--- src/rtl/mem_c_unloader_if.sv ---
// Stream-side and MEM C read-port bundle for the MEM C unloader.
// master = unloader side, slave = memory/sink side.
interface mem_c_unloader_if #(
  parameter int ADDR_W = 12,
  parameter int DATA_W = 22
);
  logic              start;
  logic              busy;
  logic              done;
  logic [ADDR_W-3:0] mem_row;
  logic [1:0]        mem_col;
  logic              mem_nce;
  logic              mem_nwrt;
  logic [DATA_W-1:0] mem_q;
  logic              out_valid;
  logic              out_ready;
  logic [DATA_W-1:0] out_data;
  logic [ADDR_W-1:0] out_addr;
  logic              out_last;

  modport master (
    input  start, mem_q, out_ready,
    output busy, done, mem_row, mem_col, mem_nce, mem_nwrt,
           out_valid, out_data, out_addr, out_last
  );

  modport slave (
    output start, mem_q, out_ready,
    input  busy, done, mem_row, mem_col, mem_nce, mem_nwrt,
           out_valid, out_data, out_addr, out_last
  );
endinterface

--- src/rtl/mem_c_unloader.sv ---
// Streams all MEM C words in row-major order onto a valid/ready stream,
// issuing a read only when a 2-entry output FIFO slot is guaranteed.
//   state | meaning
//   IDLE  | waiting for start; read address parked
//   RUN   | issuing reads 0..4095 as FIFO space allows
//   DRAIN | all reads issued; emptying FIFO until word 4095 is accepted
module mem_c_unloader #(
  parameter int ADDR_W = 12,
  parameter int DATA_W = 22
) (
  input  logic             clk,
  input  logic             rst,
  mem_c_unloader_if.master bus
);

  localparam logic [1:0] S_IDLE  = 2'd0;
  localparam logic [1:0] S_RUN   = 2'd1;
  localparam logic [1:0] S_DRAIN = 2'd2;
  localparam logic [ADDR_W-1:0] LAST_ADDR = '1;

  logic [1:0]        state;
  logic [ADDR_W-1:0] rd_addr;
  logic [ADDR_W-1:0] infl_addr;
  logic              inflight;
  logic              done_q;

  logic [1:0]        occ;
  logic [DATA_W-1:0] d0, d1;
  logic [ADDR_W-1:0] a0, a1;
  logic              l0, l1;

  logic              out_valid_i;
  logic              pop;
  logic              push;
  logic              issue;
  logic [2:0]        pending;
  logic              new_last;

  assign out_valid_i = (occ != 2'd0);
  assign pop         = out_valid_i & bus.out_ready;
  assign push        = inflight;
  assign pending     = {1'b0, occ} + {2'b00, inflight};
  // A read may go out only if its data is sure to find a free slot next edge.
  assign issue       = (state == S_RUN) && (pending < (3'd2 + {2'b00, pop}));
  assign new_last    = (infl_addr == LAST_ADDR);

  always_ff @(posedge clk or posedge rst) begin
    if (rst) begin
      state     <= S_IDLE;
      rd_addr   <= '0;
      infl_addr <= '0;
      inflight  <= 1'b0;
      done_q    <= 1'b0;
    end else begin
      done_q   <= 1'b0;
      inflight <= issue;
      if (issue) infl_addr <= rd_addr;
      case (state)
        S_IDLE: begin
          // a start coinciding with the done pulse is deliberately dropped
          if (bus.start && !done_q) begin
            state   <= S_RUN;
            rd_addr <= '0;
          end
        end
        S_RUN: begin
          if (issue) begin
            if (rd_addr == LAST_ADDR) state <= S_DRAIN;
            else                      rd_addr <= rd_addr + 1'b1;
          end
        end
        S_DRAIN: begin
          if (pop && l0) begin
            state  <= S_IDLE;
            done_q <= 1'b1;
          end
        end
        default: state <= S_IDLE;
      endcase
    end
  end

  always_ff @(posedge clk or posedge rst) begin
    if (rst) begin
      occ <= 2'd0;
      d0  <= '0;
      d1  <= '0;
      a0  <= '0;
      a1  <= '0;
      l0  <= 1'b0;
      l1  <= 1'b0;
    end else begin
      case ({push, pop})
        2'b10: begin
          if (occ == 2'd0) begin
            d0 <= bus.mem_q; a0 <= infl_addr; l0 <= new_last;
          end else begin
            d1 <= bus.mem_q; a1 <= infl_addr; l1 <= new_last;
          end
          occ <= occ + 2'd1;
        end
        2'b01: begin
          d0  <= d1; a0 <= a1; l0 <= l1;
          occ <= occ - 2'd1;
        end
        2'b11: begin
          if (occ == 2'd1) begin
            d0 <= bus.mem_q; a0 <= infl_addr; l0 <= new_last;
          end else begin
            d0 <= d1; a0 <= a1; l0 <= l1;
            d1 <= bus.mem_q; a1 <= infl_addr; l1 <= new_last;
          end
        end
        default: ;
      endcase
    end
  end

  assign bus.busy      = (state != S_IDLE);
  assign bus.done      = done_q;
  assign bus.mem_nce   = ~issue;
  assign bus.mem_nwrt  = 1'b1;
  assign bus.mem_row   = rd_addr[ADDR_W-1:2];
  assign bus.mem_col   = rd_addr[1:0];
  assign bus.out_valid = out_valid_i;
  assign bus.out_data  = d0;
  assign bus.out_addr  = a0;
  assign bus.out_last  = l0 & out_valid_i;

endmodule
--- src/flat_wrapper.sv ---
// flat-port wrapper written by rule: the top's interface ports become plain ports
module mem_c_unloader_flat 
#(
  parameter int ADDR_W = 12,
  parameter int DATA_W = 22
)
  (clk, rst, bus_start, bus_mem_q, bus_out_ready, bus_busy, bus_done, bus_mem_row, bus_mem_col, bus_mem_nce, bus_mem_nwrt, bus_out_valid, bus_out_data, bus_out_addr, bus_out_last);
  mem_c_unloader_if #(.ADDR_W(ADDR_W), .DATA_W(DATA_W)) bus_i ();
  input  logic clk;
  input  logic rst;
  input wire logic [$bits(bus_i.start)-1:0] bus_start;
  input wire logic [$bits(bus_i.mem_q)-1:0] bus_mem_q;
  input wire logic [$bits(bus_i.out_ready)-1:0] bus_out_ready;
  output wire logic [$bits(bus_i.busy)-1:0] bus_busy;
  output wire logic [$bits(bus_i.done)-1:0] bus_done;
  output wire logic [$bits(bus_i.mem_row)-1:0] bus_mem_row;
  output wire logic [$bits(bus_i.mem_col)-1:0] bus_mem_col;
  output wire logic [$bits(bus_i.mem_nce)-1:0] bus_mem_nce;
  output wire logic [$bits(bus_i.mem_nwrt)-1:0] bus_mem_nwrt;
  output wire logic [$bits(bus_i.out_valid)-1:0] bus_out_valid;
  output wire logic [$bits(bus_i.out_data)-1:0] bus_out_data;
  output wire logic [$bits(bus_i.out_addr)-1:0] bus_out_addr;
  output wire logic [$bits(bus_i.out_last)-1:0] bus_out_last;
  assign bus_i.start = bus_start;
  assign bus_i.mem_q = bus_mem_q;
  assign bus_i.out_ready = bus_out_ready;
  assign bus_busy = bus_i.busy;
  assign bus_done = bus_i.done;
  assign bus_mem_row = bus_i.mem_row;
  assign bus_mem_col = bus_i.mem_col;
  assign bus_mem_nce = bus_i.mem_nce;
  assign bus_mem_nwrt = bus_i.mem_nwrt;
  assign bus_out_valid = bus_i.out_valid;
  assign bus_out_data = bus_i.out_data;
  assign bus_out_addr = bus_i.out_addr;
  assign bus_out_last = bus_i.out_last;
  mem_c_unloader #(.ADDR_W(ADDR_W), .DATA_W(DATA_W)) u_core (.clk(clk), .rst(rst), .bus(bus_i));
endmodule
--- config.mk ---
export PLATFORM = sky130hd
export DESIGN_NAME = mem_c_unloader_flat
export DESIGN_NICKNAME = d
export VERILOG_FILES = /design/src/rtl/mem_c_unloader_if.sv /design/src/rtl/mem_c_unloader.sv /design/src/flat_wrapper.sv
export SDC_FILE = /design/constraint.sdc
export NUM_CORES = 1
export LEC_CHECK = 0
export CAP_MARGIN = 10
export CORE_MARGIN = 3
export CORE_UTILIZATION = 25
export CTS_BUF_LIST = sky130_fd_sc_hd__clkbuf_8
export CTS_CLUSTER_SIZE = 25
export DETAILED_ROUTE_END_ITERATION = 7
export GPL_TIMING_DRIVEN = 0
export PLACE_DENSITY = 0.49
export SYNTH_ARGS = -nofsm -noshare
export SYNTH_HDL_FRONTEND = slang
export SYNTH_SLANG_ARGS = --single-unit
--- constraint.sdc ---
create_clock -name clk -period 2.8 [get_ports clk]
set_input_delay 0.28 -clock clk [delete_from_list [all_inputs] [get_ports clk]]
set_output_delay 0.28 -clock clk [all_outputs]
set_load 0.1 [all_outputs]
==> metrics.txt <==
outcome=completed; initial antenna violation count=0; CTS Buf Count=9; most used standard cell by instance count after synthesis=dfrtp_1; Site Rows=47; final worst slack=approximately 170 ps; mean post-synth cell area=11.4 um2; Synth area leader=dfrtp_1; Final Max Slew Viols=0; sequential share of the synthesized area=about 57%; Worst Reg-to-Reg Cells=10; Post-Syn Instances=slightly below 400; # DRC=0; endpoint type of the worst setup path=output pin; Starting DRT DRC Count=approximately 100; ys flop type=dfrtp_1; # placed instances=roughly 690; Final Cell Area=about 5800 um2; clock latency on the worst-skew pair=370 ps; #FFs+latches synth=100; CTS tree=done; clk_skew=~10 ps; hold-fix buffers at CTS=0; WP data required=2520 ps; Pre-antenna DRT Iters=4; RSZ-0062 raised after global routing=no; final core utilization=roughly a third; Die X=roughly 140 um; Min-Delay Path Class=primary input to async pin; Worst-path clk slew=~100 ps; WL final=between 10 and 15 mm; Netlist cell types=between 40 and 50; RePlAce Congestion=approximately 0.78; worst slew pin tran=1020 ps; CTS sink cnt=100; die area=between 15000 and 20000 um2; core area=around 17000 um2; # port buffers=76; Diodes inserted=0; Setup-failing EPs final=0; number of global-route vias before repair=around 3300; Post-synth top cells=dfrtp_1 (100), nand2_1 (49), mux2_2 (46), o21ai_0 (40), a22oi_1 (34); layout cell share with drive strength beyond 1=17.5%; crit path launch type=flip-flop; clk buf depth=2; DP Area=between 5000 and 6000 um2; GR Util All Layers=between 10 and 15%; Overflow after GRT=0; IO Pins=a little under 80; critical path peak fanout=6; die height=~140 um; top cells by area, synth=dfrtp_1 (57%), mux2_2 (12%), a22oi_1 (5.8%); fin crit period=~2600 ps; Clock Root Buffer=clkbuf_8; largest net degree at the start of global routing=30; synthesized cell area=roughly 4400 um2; final hold violation count=0; fmax=roughly 0.38 GHz; routed via count=3285; Initial Util=a little over a quarter; WS Path Type=flip-flop to output pin; Final period util=a little over nine tenths; r2r setup slk=200 ps; post-DR vias/cell=4.65; H-tree depth=3; worst slack, placed=-578 ps; Post-synth EDFFs=0; filler instances=about 1700; Syn. warnings=0; Post-synth ARST share=100%; Synth top area share=~57%; wire per inst=between 15 and 20 um; reg2reg start=u_core.occ[0]$_DFFE_PP0P_; r2r endpoint=u_core.d1[10]$_DFFE_PP0P_; Area Growth Syn to Fin=30.1%; dpl hpwl=7.86 mm; Post-Syn Nets=422; fin cells=roughly 700; Slew Limit Headroom=31.9%; nets=515; # Max-Cap Violations=0; CP arrival=between 2000 and 2500 ps; Final ANT Viol Nets=0; first-pass GRT wire length=about 18 mm
[metal layers]
metal  global-route usage, %  part of all wire [%]
met5                       0                     0
met4                    2.78                  0.99
met3                    3.69                   5.0
met2                    17.8                    46
met1                    15.8                    48
[logic make-up after synthesis]
group | after synthesis | synth area share (%)
compound gates | 93 | 13.5
xor+xnor | 6 | 1.19
fa+ha+maj | 8 | 2.26
buf+inv | 34 | 3.03
flops | 100 | 56.6
mux | 49 | 12.4
other cells | 1 | 0.0848
simple gates | 97 | 10.9
[final cells by class]
class	count	area (um2)	share of cell area, %
plain buffers	22	97.6	1.70
clock buffers	10	138	2.39
clock inverters	6	40.0	0.696
inverters	12	48.8	0.849
multi-input cells	254	1800	31.3
flip-flops and latches	100	2500	43.5
well taps	220	275	4.79
repair buffers	82	851	14.8
[critical path, stage by stage, from the launching register on]
cell and delay (ps):
dfrtp_1 420, inv_1 70, ha_2 230, nor2b_1 110, clkdlybuf4s50_1 1140
[worst max-delay path by stage]
stage / to / cells after the start / slack [ps] / startpoint
2_1_floorplan: u_core.rd_addr[5]$_DFFE_PP0P_ / 6 / 160 / u_core.rd_addr[0]$_DFFE_PP0P_
3_3_place_gp: bus_mem_nce / 9 / -550 / u_core.occ[0]$_DFFE_PP0P_
3_5_place_dp: bus_mem_nce / 9 / -580 / u_core.occ[0]$_DFFE_PP0P_
4_1_cts: bus_mem_nce / 9 / 60 / u_core.occ[0]$_DFFE_PP0P_
5_1_grt: u_core.d1[10]$_DFFE_PP0P_ / 10 / 20 / u_core.occ[0]$_DFFE_PP0P_
6_report: bus_out_last / 4 / 170 / u_core.occ[0]$_DFFE_PP0P_
[what timing repair did]
action,4_1_cts,5_1_grt
gates resized for setup,11,5
pin swaps,2,1
endpoints found under the setup margin,34,13
buffers inserted,2,1
[metrics by stage]
step	setup TNS (ps)	hold WS, ps
floorplan	0	431
global placement	-8830	461
detailed placement	-8140	470
CTS	0	305
global route	0	324
finish	0	308
[flip-flops by register name, indices dropped and copies added (netlist names), 2 cells and up]
register             cells
u_core.occ               2
u_core.a1               12
u_core.bus.out_addr     12
u_core.rd_addr          12
u_core.state             2
u_core.infl_addr        12
u_core.d1               22
u_core.bus.out_data     22
[cell usage in the layout (no fill, tap or decap), types with 2 or more instances in the layout]
cell	Yosys	final
clkinvlp_4	0	3
nand3_1	5	5
nor2b_1	2	2
dfrtp_1	100	100
clkbuf_2	0	2
nand2b_1	2	2
nor2_1	10	10
a22oi_1	34	34
a21oi_1	5	5
nor3b_1	2	2
xnor2_1	5	5
nor3_1	2	2
mux2_2	46	46
ha_1	8	7
or3_1	2	2
clkdlybuf4s50_1	0	74
a31o_2	2	2
or2_2	3	3
o21ai_0	40	40
buf_12	0	2
clkbuf_1	19	17
a21o_1	2	2
buf_4	1	5
and3_1	2	2
nand2_1	49	49
mux2i_1	3	3
nor4_1	3	3
inv_1	12	13
clkbuf_8	0	10
nand4_1	9	9
Power is left out: the tool's default activity adds up to more than one toggle a clock period on the data nets, which glitch-free logic cannot reach.
